File: src/rtl/btn_event_source_if.sv
// Button front-end bundle: raw buttons and the frame handshake in,
// debounced level, edge, latched events and hold speed out.
interface btn_event_source_if #(
  parameter int NBTN = 5
);
  logic [NBTN-1:0]   btn_raw;
  logic              frame;
  logic              clr;
  logic [NBTN-1:0]   level;
  logic [NBTN-1:0]   down;
  logic [NBTN-1:0]   once;
  logic [NBTN-1:0]   rep;
  logic [2*NBTN-1:0] mag;

  modport master (
    output btn_raw, frame, clr,
    input  level, down, once, rep, mag
  );

  modport slave (
    input  btn_raw, frame, clr,
    output level, down, once, rep, mag
  );
endinterface

File: src/rtl/btn_event_source.sv
// Per-button synchronizer, debouncer, press edge and frame-paced auto-repeat.
// Define BTN_FAST_REPEAT_EN to build the FAST repeat state (mag=3).
module btn_event_source #(
  parameter int NBTN          = 5,
  parameter int DEB_CYCLES    = 200000,
  parameter int DEB_W         = 18,
  parameter int REPEAT_DELAY  = 30,
  parameter int REPEAT_PERIOD = 4,
  parameter int FAST_AFTER    = 16
) (
  input  logic               clk,
  input  logic               rst,
  btn_event_source_if.slave  bus
);

  localparam int FMAX   = (REPEAT_DELAY > REPEAT_PERIOD) ? REPEAT_DELAY : REPEAT_PERIOD;
  localparam int FCNT_W = $clog2(FMAX + 1);
`ifdef BTN_FAST_REPEAT_EN
  localparam int SCNT_W = $clog2(FAST_AFTER + 1);
`endif

  typedef enum logic [1:0] {
    S_IDLE  = 2'd0,
    S_DELAY = 2'd1,
`ifdef BTN_FAST_REPEAT_EN
    S_SLOW  = 2'd2,
    S_FAST  = 2'd3
`else
    S_SLOW  = 2'd2
`endif
  } state_t;

`ifndef BTN_FAST_REPEAT_EN
  // FAST_AFTER has no effect unless the fast-repeat state is built.
  if (FAST_AFTER < 0) begin : g_fast_after_unused
  end
`endif

  genvar gi;
  for (gi = 0; gi < NBTN; gi++) begin : g_btn
    logic [1:0]        r_sync;
    logic [DEB_W-1:0]  r_deb_cnt;
    logic              r_level;
    logic              r_down;
    logic              r_fall;
    state_t            r_state;
    logic [FCNT_W-1:0] r_fcnt;
    logic [FCNT_W-1:0] w_fcnt_inc;
    logic [1:0]        r_mag;
    logic              r_once;
    logic              r_rep;

    // r_down/r_fall mark the cycle in which level first shows its new value.
    always_ff @(posedge clk) begin
      if (rst) begin
        r_sync    <= 2'b00;
        r_deb_cnt <= '0;
        r_level   <= 1'b0;
        r_down    <= 1'b0;
        r_fall    <= 1'b0;
      end else begin
        r_sync <= {r_sync[0], bus.btn_raw[gi]};
        r_down <= 1'b0;
        r_fall <= 1'b0;
        if (r_sync[1] == r_level) begin
          r_deb_cnt <= '0;
        end else if (r_deb_cnt == DEB_W'(DEB_CYCLES - 1)) begin
          r_deb_cnt <= '0;
          r_level   <= ~r_level;
          r_down    <= ~r_level;
          r_fall    <= r_level;
        end else begin
          r_deb_cnt <= r_deb_cnt + 1'b1;
        end
      end
    end

    assign w_fcnt_inc = (r_fcnt == {FCNT_W{1'b1}}) ? r_fcnt : r_fcnt + 1'b1;

`ifdef BTN_FAST_REPEAT_EN
    logic [SCNT_W-1:0] r_scnt;
    logic [SCNT_W-1:0] w_scnt_inc;
    assign w_scnt_inc = (r_scnt == {SCNT_W{1'b1}}) ? r_scnt : r_scnt + 1'b1;
`endif

    // clr is applied first so that any set later in the block overrides it.
    always_ff @(posedge clk) begin
      if (rst) begin
        r_state <= S_IDLE;
        r_fcnt  <= '0;
        r_mag   <= 2'd0;
        r_once  <= 1'b0;
        r_rep   <= 1'b0;
`ifdef BTN_FAST_REPEAT_EN
        r_scnt  <= '0;
`endif
      end else begin
        if (bus.clr) begin
          r_once <= 1'b0;
          r_rep  <= 1'b0;
        end
        if (r_fall) begin
          r_state <= S_IDLE;
          r_mag   <= 2'd0;
          r_fcnt  <= '0;
`ifdef BTN_FAST_REPEAT_EN
          r_scnt  <= '0;
`endif
        end else begin
          case (r_state)
            S_IDLE: begin
              if (r_down) begin
                r_once  <= 1'b1;
                r_rep   <= 1'b1;
                r_fcnt  <= '0;
                r_state <= S_DELAY;
                r_mag   <= 2'd1;
              end
            end
            S_DELAY: begin
              if (bus.frame) begin
                if (w_fcnt_inc == FCNT_W'(REPEAT_DELAY)) begin
                  r_rep   <= 1'b1;
                  r_fcnt  <= '0;
                  r_state <= S_SLOW;
                  r_mag   <= 2'd2;
                end else begin
                  r_fcnt <= w_fcnt_inc;
                end
              end
            end
            S_SLOW: begin
              if (bus.frame) begin
                if (w_fcnt_inc == FCNT_W'(REPEAT_PERIOD)) begin
                  r_rep  <= 1'b1;
                  r_fcnt <= '0;
`ifdef BTN_FAST_REPEAT_EN
                  r_scnt <= w_scnt_inc;
                  if (w_scnt_inc == SCNT_W'(FAST_AFTER)) begin
                    r_state <= S_FAST;
                    r_mag   <= 2'd3;
                  end
`endif
                end else begin
                  r_fcnt <= w_fcnt_inc;
                end
              end
            end
`ifdef BTN_FAST_REPEAT_EN
            S_FAST: begin
              if (bus.frame) begin
                r_rep <= 1'b1;
              end
            end
`endif
            default: begin
              r_state <= S_IDLE;
              r_mag   <= 2'd0;
            end
          endcase
        end
      end
    end

    assign bus.level[gi]       = r_level;
    assign bus.down[gi]        = r_down;
    assign bus.once[gi]        = r_once;
    assign bus.rep[gi]         = r_rep;
    assign bus.mag[2*gi +: 2]  = r_mag;
  end

endmodule

File: src/flat_wrapper.sv
// flat-port wrapper written by rule: the top's interface ports become plain ports
module btn_event_source_flat 
#(
  parameter int NBTN          = 5,
  parameter int DEB_CYCLES    = 200000,
  parameter int DEB_W         = 18,
  parameter int REPEAT_DELAY  = 30,
  parameter int REPEAT_PERIOD = 4,
  parameter int FAST_AFTER    = 16
)
  (clk, rst, bus_btn_raw, bus_frame, bus_clr, bus_level, bus_down, bus_once, bus_rep, bus_mag);
  btn_event_source_if #(.NBTN(NBTN)) bus_i ();
  input  logic clk;
  input  logic rst;
  input wire logic [$bits(bus_i.btn_raw)-1:0] bus_btn_raw;
  input wire logic [$bits(bus_i.frame)-1:0] bus_frame;
  input wire logic [$bits(bus_i.clr)-1:0] bus_clr;
  output wire logic [$bits(bus_i.level)-1:0] bus_level;
  output wire logic [$bits(bus_i.down)-1:0] bus_down;
  output wire logic [$bits(bus_i.once)-1:0] bus_once;
  output wire logic [$bits(bus_i.rep)-1:0] bus_rep;
  output wire logic [$bits(bus_i.mag)-1:0] bus_mag;
  assign bus_i.btn_raw = bus_btn_raw;
  assign bus_i.frame = bus_frame;
  assign bus_i.clr = bus_clr;
  assign bus_level = bus_i.level;
  assign bus_down = bus_i.down;
  assign bus_once = bus_i.once;
  assign bus_rep = bus_i.rep;
  assign bus_mag = bus_i.mag;
  btn_event_source #(.NBTN(NBTN), .DEB_CYCLES(DEB_CYCLES), .DEB_W(DEB_W), .REPEAT_DELAY(REPEAT_DELAY), .REPEAT_PERIOD(REPEAT_PERIOD), .FAST_AFTER(FAST_AFTER)) u_core (.clk(clk), .rst(rst), .bus(bus_i));
endmodule
File: config.mk
export PLATFORM = sky130hd
export DESIGN_NAME = btn_event_source_flat
export DESIGN_NICKNAME = d
export VERILOG_FILES = /design/src/rtl/btn_event_source_if.sv /design/src/rtl/btn_event_source.sv /design/src/flat_wrapper.sv
export SDC_FILE = /design/constraint.sdc
export NUM_CORES = 1
export LEC_CHECK = 0
export CAP_MARGIN = 40
export CORE_ASPECT_RATIO = 1.4
export CORE_MARGIN = 1
export CORE_UTILIZATION = 36
export DETAILED_ROUTE_END_ITERATION = 6
export GPL_TIMING_DRIVEN = 0
export PLACE_DENSITY = 0.55
export SETUP_SLACK_MARGIN = 0.02
export SYNTH_ARGS = -nofsm -noshare
export SYNTH_HDL_FRONTEND = slang
export SYNTH_SLANG_ARGS = --single-unit
File: constraint.sdc
create_clock -name clk -period 6.4 [get_ports clk]
set_clock_uncertainty 0.2 [all_clocks]
set_input_delay 1.28 -clock clk [delete_from_list [all_inputs] [get_ports clk]]
set_output_delay 1.28 -clock clk [all_outputs]
set_load 0.01 [all_outputs]
# Yosys cells after proc, flatten, opt, wreduce, memory -nomap -nowiden
# Index checks and enable logic that the tools add are counted.
# classes
add_sub_neg	10
eq_ne	55
muxes	115
bitwise_logic	20
n_reduce_logical	40
# op_table
op	n
5-bit 2-to-1 mux	30
18-bit by 1-bit adder with 18-bit output (second input constant)	5
18-bit equality test (second input constant)	5
5-bit case mux with 3 select lines	5
1-bit 2-to-1 mux	55
5-bit equality test (second input constant)	10
4-bit AND reduction	10
2-bit 2-to-1 mux	15
2-bit case mux with 3 select lines	5
3-bit OR reduction	10
5-bit by 1-bit adder with 5-bit output (second input constant)	5
5-bit by 3-bit equality test with 1-bit output (second input constant)	5
2-bit by 1-bit inequality test with 1-bit output (second input constant)	10
2-bit inequality test (second input constant)	10
1-bit NOT	20
1-bit case mux with 3 select lines	5
3-bit nonzero test	5
2-bit by 1-bit equality test with 1-bit output (second input constant)	5
2-bit equality test (second input constant)	5
2-bit zero test	5
2-bit AND reduction	5
2-bit OR reduction	5
1-bit equality test	5
# totals
reg_bits	160
input_bits	9
output_inout_bits	30
word_cells	285

# Depth between registers and ports, before layout
# Gate-level depths: netlist of run 1.
# depth
ltp_word	7
depth_mapped	9
ltp_nobuf	8

# Worst setup path after synthesis of run 1
# No wires, ideal clock.
# synth_timing
path_type	input port to flip-flop
start	input port rst
end	register u_core.g_btn[1].r_fcnt[3]
setup_ns	0.058
t_arrival_ns	2.534
required_ns	6.142
setup_slack_ns	3.608
path_stages	7
path_buffers	2
cell_sequence	clkbuf_1 > or2_2 > clkbuf_1 > nor3_1 > o21ai_0 > a31oi_1 > o22a_1
# synth_between
elab_chain_cells	1
# synth_lines
item	line	rtl
from (decl)	flat_wrapper.sv:14	input logic rst;
2-bit OR reduction (no source line)	--	
to (signal assigned)	btn_event_source.sv:128	r_fcnt <= w_fcnt_inc;
to (signal assigned)	btn_event_source.sv:145	r_fcnt <= w_fcnt_inc;
to (decl)	btn_event_source.sv:47	logic [FCNT_W-1:0] r_fcnt;
# Every way passes these cells.
# A chain may end at the register's enable or synchronous reset.

# Worst setup path in the final report of run 1
# layout_timing
start	input port bus_frame
end	register u_core.g_btn[2].r_fcnt[1]
# layout_between
elab_chain_cells	2
word_cells_on_any_way	3
classes_between	eq/ne (2); reduce/logical (1)
# layout_lines
item	line	rtl
from (decl)	flat_wrapper.sv:16	input wire logic [$bits(bus_i.frame)-1:0] bus_frame;
2-bit inequality test (no source line)	--	
4-bit AND reduction (no source line) (*)	--	
to (signal assigned)	btn_event_source.sv:128	
to (signal assigned)	btn_event_source.sv:145	
to (decl)	btn_event_source.sv:47	
# Mark *: on every way between the ends. The rest lies on a longest branch, timed or not.

==> flow_summary.toml, run 1 <==
[pwr]
switching_share = 0.279
seq_power_share = 0.456
p_leak_nw = 3.48
p_sw_mw = 0.636
powerDensity_nw_per_um2 = 235
p_int_mw = 1.64
pwr-share-comb = 0.117
peakVddDrop_mv = 0.173
clkPwrFrac = 0.427

[floorplanning]
placementRows = 65
die_h_um = 182
ios = 39
initial_core_util = 0.369
die-area_um2 = 23900
coreArea_um2 = 22700
dieWidth_um = 131

[clock_network]
cts-htree-levels = 4
post_cts_buffers = 0
cts_buffers = 17
clock-sinks = 160
postCtsHoldBufs = 0
cts_tree = "done"
cts_root_buf = "clkbuf_16"
ctsResizeCount = 0
clk_pin_slew_ns = 0.07
clock_latency_ns = 0.43
clock_path_buffers = 2

[drt]
drcViolationCount = 0
met2_length_mm = 8.85
vias_per_cell = 5.03
drt_iter0_drc = 346
wl_mm = 17.9
final_antenna_net_count = 0
wl_met3_um = 399
dr.max_layer_used = "met4"
wl_met1_mm = 8.37
vias = 6869
wl_per_cell_um = 13.1
firstDrtPassIters = 5

[timing]
maxSlewViolCount = 0
setup_viol = 0
fin_crit_sh = 0.517
hold_viol = 0
setup-tns-final_ns = 0
slew_headroom = 0.504
fin_crit_ns = 3.31
tightestPinTransition_ns = 0.737
rsz0062_at_grt = "no"
whs_ns = 0.243
max_freq_mhz = 302

[global_routing]
grt_pass1_wl_mm = 30.0
grtUsageTotal = 0.158
overflow = 0
grt_pass1_vias = 6461
antenna_found_initial = 0
grt_max_degree = 17

[logic_synthesis]
synth_seq_cells = 160
yosys.area.top_type = "dfxtp_1"
syn_nets = 1036
ys_warn_count = 0
synth_xor_area_frac = 0.0869
synth-seq-area-share = 0.383
async_flop_share = 0
synth.mux.area_fraction = 0.0145
synth_edf_count = 0
synth_fa_ha_area_frac = 0.0478
syn_area_um2 = 8370
synth_cell_types = 79
synth_cells = 995
avgSynthCellArea_um2 = 8.41
synth-compound-area-share = 0.130
synth_top_flop_cell = "dfxtp_1"
synth_top_family_by_area = "simple AND/OR/NAND/NOR gates"
synthSimpleGateAreaFrac = 0.287
yosys-top-cells-area = "dfxtp_1 (38%), nor2_1 (7.0%), xor2_1 (5.7%)"
synth_top_area_frac = 0.383

[run_status]
status = "completed"

[worst_hold_path]
hold_path_class = "reg2reg"

[place]
place_congestion = 0.782
hpwl_mm = 12.9
dp.cells = 1334
portBuffers = 38

[worst_setup_path]
cp-start-kind = "primary input"
crit_type = "in2reg"
path_cells = "clkdlybuf4s50_1 > clkinv_1 > a211oi_1 > and3_1 > o21a_1 > o21ai_0 > a21oi_1"
worstPathRequired_ns = 6.56
end_kind = "flip-flop"
cp_max_fo = 9
slowest_stage = "a211oi_1"
cp_top_family = "compound AO/OA/AOI/OAI gates"
slowest_delay_ns = 0.63
arrival_ns = 3.47
crit_buf_inv = 2

[final_layout]
final_common_cell = "dfxtp_1"
fin_nets = 1093
mostFrequentLayoutCells = "dfxtp_1 (160), nor2_1 (156), nand2_1 (63)"
num_antenna_cells = 0
syn2layout_area_growth_pct = 15.7
drive_gt1_frac = 0.0920
fin_cells = 1366

[run]
drv_cap = 0
-- metal layers --
layer / track usage / vias to the layer above
li1: - / 3564
met1: 0.187 / 3215
met2: 0.280 / 72
met3: 0.0287 / 18
met4: 0.0579 / 0
met5: 0 / -
-- cell usage after synthesis (3+ instances only) --
master	instances
o21ai_0	27
or2_2	7
a22o_1	4
nand4_1	26
a21oi_1	33
a21o_1	5
a31oi_1	9
a221oi_1	3
nor2b_1	26
nand3_1	51
ha_1	32
xnor2_1	29
nor3b_1	6
or3_1	7
nand2_1	63
buf_2	18
nand3b_1	6
and4_1	6
a211oi_1	6
and3_1	28
nor4_1	7
dfxtp_1	160
buf_4	22
and3b_1	3
o211ai_1	6
a22oi_1	3
and2_1	5
o21bai_1	4
nor2_1	156
o22ai_1	3
o21a_1	8
inv_1	23
and4b_1	3
o21ai_1	3
nor3_1	37
xor2_1	54
a41oi_1	3
clkbuf_1	15
mux2i_1	11
nand2b_1	23
or2_1	4
nor4b_1	5
-- power by group through the flow --
stage               combinational, mW  sequential [mW]  clock [mW]
finish                          0.267             1.04       0.972
global route                    0.296             1.04        1.05
CTS                             0.268             1.04        1.00
detailed placement              0.266             1.06           0
global placement                0.266             1.06           0
floorplan                       0.183             1.06           0
-- stage by stage --
step | util | worst slack [ns] | total power, mW | cell area, µm²
after floorplan | - | 3.61 | 1.24 | 8370
after global placement | 0.402 | 2.58 | 1.33 | 9130
after detailed placement | 0.402 | 2.59 | 1.33 | 9130
after CTS | 0.427 | 3.04 | 2.31 | 9680
after global routing | 0.427 | 2.85 | 2.39 | 9680
final | 0.427 | 3.09 | 2.28 | 9680
-- state kept, by name (all words and copies together) (netlist names) --
register                count
u_core.g_btn.r_deb_cnt     90
u_core.g_btn.r_mag          2
u_core.g_btn.r_fcnt        25
u_core.g_btn.r_state        8
u_core.g_btn.r_sync        10
u_core.g_btn.r_fall         5
u_core.g_btn.r_rep          5
u_core.g_btn.r_down         5
u_core.g_btn.r_once         5
u_core.g_btn.r_level        5
-- cells by family after synthesis --
family | Yosys count
XOR/XNOR | 83
multiplexers | 12
AO/OA/AOI/OAI | 149
adder cells (fa/ha/maj) | 32
flip-flops | 160
AND/OR/NAND/NOR | 476
buffers and inverters | 83
-- layout make-up --
cell class | count | area (µm²)
Sequential cell | 160 | 3200
Clock inverter | 14 | 120
Inverter | 24 | 90.1
Timing Repair Buffer | 38 | 380
Multi-Input combinational cell | 752 | 4730
Buffer | 59 | 342
Clock buffer | 18 | 439
Tap cell | 301 | 377
Fill cell | 2292 | 13000
-- path summary, 6_finish.rpt --
path                             startpoint                   endpoint  slack [ns]  depth (start not counted)
hold / removal    u_core.g_btn[3].r_sync[0]  u_core.g_btn[3].r_sync[1]        0.24                          1
setup reg to reg  u_core.g_btn[1].r_fcnt[0]      u_core.g_btn[1].r_rep        3.83                          8
hold reg to reg   u_core.g_btn[3].r_sync[0]  u_core.g_btn[3].r_sync[1]        0.24                          1
setup / recovery                  bus_frame  u_core.g_btn[2].r_fcnt[1]        3.09                          7
Note: power is estimated with default switching activity, not from simulation.
==> run 2: changes to the inputs <==
--- a/config.mk
+++ b/config.mk
@@ -11,7 +11,7 @@
 export CORE_UTILIZATION = 36
 export DETAILED_ROUTE_END_ITERATION = 6
 export GPL_TIMING_DRIVEN = 0
-export PLACE_DENSITY = 0.55
+export PLACE_DENSITY = 0.57
 export SETUP_SLACK_MARGIN = 0.02
 export SYNTH_ARGS = -nofsm -noshare
 export SYNTH_HDL_FRONTEND = slang
==> constraint.sdc (replaced) <==
create_clock -name clk -period 2.7 [get_ports clk]
set_clock_uncertainty 0.2 [all_clocks]
set_input_delay 0.54 -clock clk [delete_from_list [all_inputs] [get_ports clk]]
set_output_delay 0.54 -clock clk [all_outputs]
set_load 0.01 [all_outputs]
==> flow_summary.toml, run 2 (synthesis results as in run 1) <==
[clock_network]
postCtsHoldBufs = 0
clock_latency_ns = 0.43
cts_buffers = 17
cts_tree = "done"
clock-sinks = 160
clk_pin_slew_ns = 0.07
cts-htree-levels = 4
cts_root_buf = "clkbuf_16"
clock_path_buffers = 2
post_cts_buffers = 0

[timing]
hold_viol = 0
maxSlewViolCount = 0
max_freq_mhz = 408
slew_headroom = 0.524
fin_crit_sh = 0.907
setup-tns-final_ns = 0
tightestPinTransition_ns = 0.707
rsz0062_at_grt = "no"
setup_viol = 0
fin_crit_ns = 2.45

[drt]
vias_per_cell = 5.06
firstDrtPassIters = 5
drt_iter0_drc = 311
vias = 6911
wl_mm = 17.8
final_antenna_net_count = 0
drcViolationCount = 0
wl_per_cell_um = 13.0

[run]
drv_cap = 0

[worst_setup_path]
crit_type = "reg2reg"
worstPathRequired_ns = 2.86
crit_buf_inv = 1
cp_max_fo = 10
arrival_ns = 2.61
cp_top_family = "compound AO/OA/AOI/OAI gates"
slowest_delay_ns = 0.48
path_cells = "ha_1 > buf_4 > nand4_1 > mux2i_1 > a211oi_2 > a2111oi_4 > nand3_1 > a31oi_1"
slowest_stage = "dfxtp_1"
setup.worst_path.start = "u_core.g_btn[3].r_fcnt[0]"
end_kind = "flip-flop"
rr_startpoint = "u_core.g_btn[3].r_fcnt[0]"
cp-start-kind = "flip-flop"

[final_layout]
regArea_um2 = 3210
top_register = "u_core.g_btn.r_deb_cnt"
mostFrequentLayoutCells = "dfxtp_1 (158), nor2_1 (156), nand2_1 (63)"
reg_top3 = "u_core.g_btn.r_deb_cnt x90, u_core.g_btn.r_fcnt x25, u_core.g_btn.r_sync x10"
largest_reg_flops = 90
final_common_cell = "dfxtp_1"
drive_gt1_frac = 0.0948
n_fill_cell = 2292
fin_nets = 1093
syn2layout_area_growth_pct = 15.9
num_antenna_cells = 0
multi_input_comb_area_um2 = 4740

[run_status]
status = "completed"

[pwr]
pwr-share-comb = 0.118
clkPwrFrac = 0.428
peakVddDrop_mv = 0.568
power.total_mw = 5.41
p_leak_nw = 3.48
powerDensity_nw_per_um2 = 558
switching_share = 0.271
p_sw_mw = 1.47
p_int_mw = 3.95
seq_power_share = 0.454

[floorplanning]
die-area_um2 = 23900
coreArea_um2 = 22700
dieWidth_um = 131
die_h_um = 182
placementRows = 65
ios = 39
initial_core_util = 0.369

[place]
hpwl_mm = 12.9
place_congestion = 0.790
portBuffers = 38

[global_routing]
gr-usage-met3 = 0.0226
use_met2 = 0.269
grt_busiest_layer = "met2"
grtUsageTotal = 0.156
overflow = 0
antenna_found_initial = 0
grt_max_degree = 17
grt_pass1_wl_mm = 30.0
grt_use_met1 = 0.192
grt_pass1_vias = 6349

[worst_hold_path]
hp-start = "u_core.g_btn[1].r_sync[0]"
hold_path_class = "reg2reg"
## run 2: final timing paths
path	endpoint	slack (ns)	cells past startpoint
setup / recovery	u_core.g_btn[3].r_fcnt[1]	0.25	8
hold / removal	u_core.g_btn[1].r_sync[1]	0.24	1
setup reg to reg	u_core.g_btn[3].r_fcnt[1]	0.25	8
hold reg to reg	u_core.g_btn[1].r_sync[1]	0.24	1
## run 2: power by group through the flow
stage | logic [mW] | registers [mW] | clock network, mW
6_report | 0.638 | 2.46 | 2.31
3_3_place_gp | 0.627 | 2.51 | 0
5_1_grt | 0.722 | 2.47 | 2.48
4_1_cts | 0.631 | 2.46 | 2.39
2_1_floorplan | 0.435 | 2.50 | 0
3_5_place_dp | 0.626 | 2.52 | 0
## run 2: metrics by stage
stage | hold WS (ns) | utilization | setup WS, ns | area (µm²) | instances
2_1_floorplan | 0.213 | - | 0.524 | 8370 | 995
3_3_place_gp | 0.223 | 0.402 | -0.431 | 9130 | 1334
3_5_place_dp | 0.223 | 0.402 | -0.448 | 9130 | 1334
4_1_cts | 0.239 | 0.427 | 0.0946 | 9690 | 1366
5_1_grt | 0.252 | 0.427 | 0.0411 | 9700 | 1366
6_report | 0.240 | 0.427 | 0.251 | 9700 | 1366
## run 2: cell type report
type	count	share of cell area
Timing Repair Buffer	38	0.0392
Tap cell	301	0.0388
Clock buffer	19	0.0446
Multi-Input combinational cell	752	0.489
Buffer	59	0.0355
Sequential cell	160	0.331
Inverter	24	0.00929
Clock inverter	13	0.0133
## run 2: what timing repair did
action                                 CTS  global route
setup endpoints to repair                2            19
endpoints found under the hold margin    0             0
gates resized for setup                  1             5
## run 2: metal layers
metal,vias up,share of wire
met2,113,0.49
li1,3564,-
met1,3208,0.46
met3,26,0.027
met5,-,0
met4,0,0.023
==> run 3: changes to the inputs <==
--- a/config.mk
+++ b/config.mk
@@ -5,7 +5,6 @@
 export SDC_FILE = /design/constraint.sdc
 export NUM_CORES = 1
 export LEC_CHECK = 0
-export CAP_MARGIN = 40
 export CORE_ASPECT_RATIO = 1.4
 export CORE_MARGIN = 1
 export CORE_UTILIZATION = 36
==> results of run 3 <==
Final layout, timing and power as in run 2 (identical DEF).
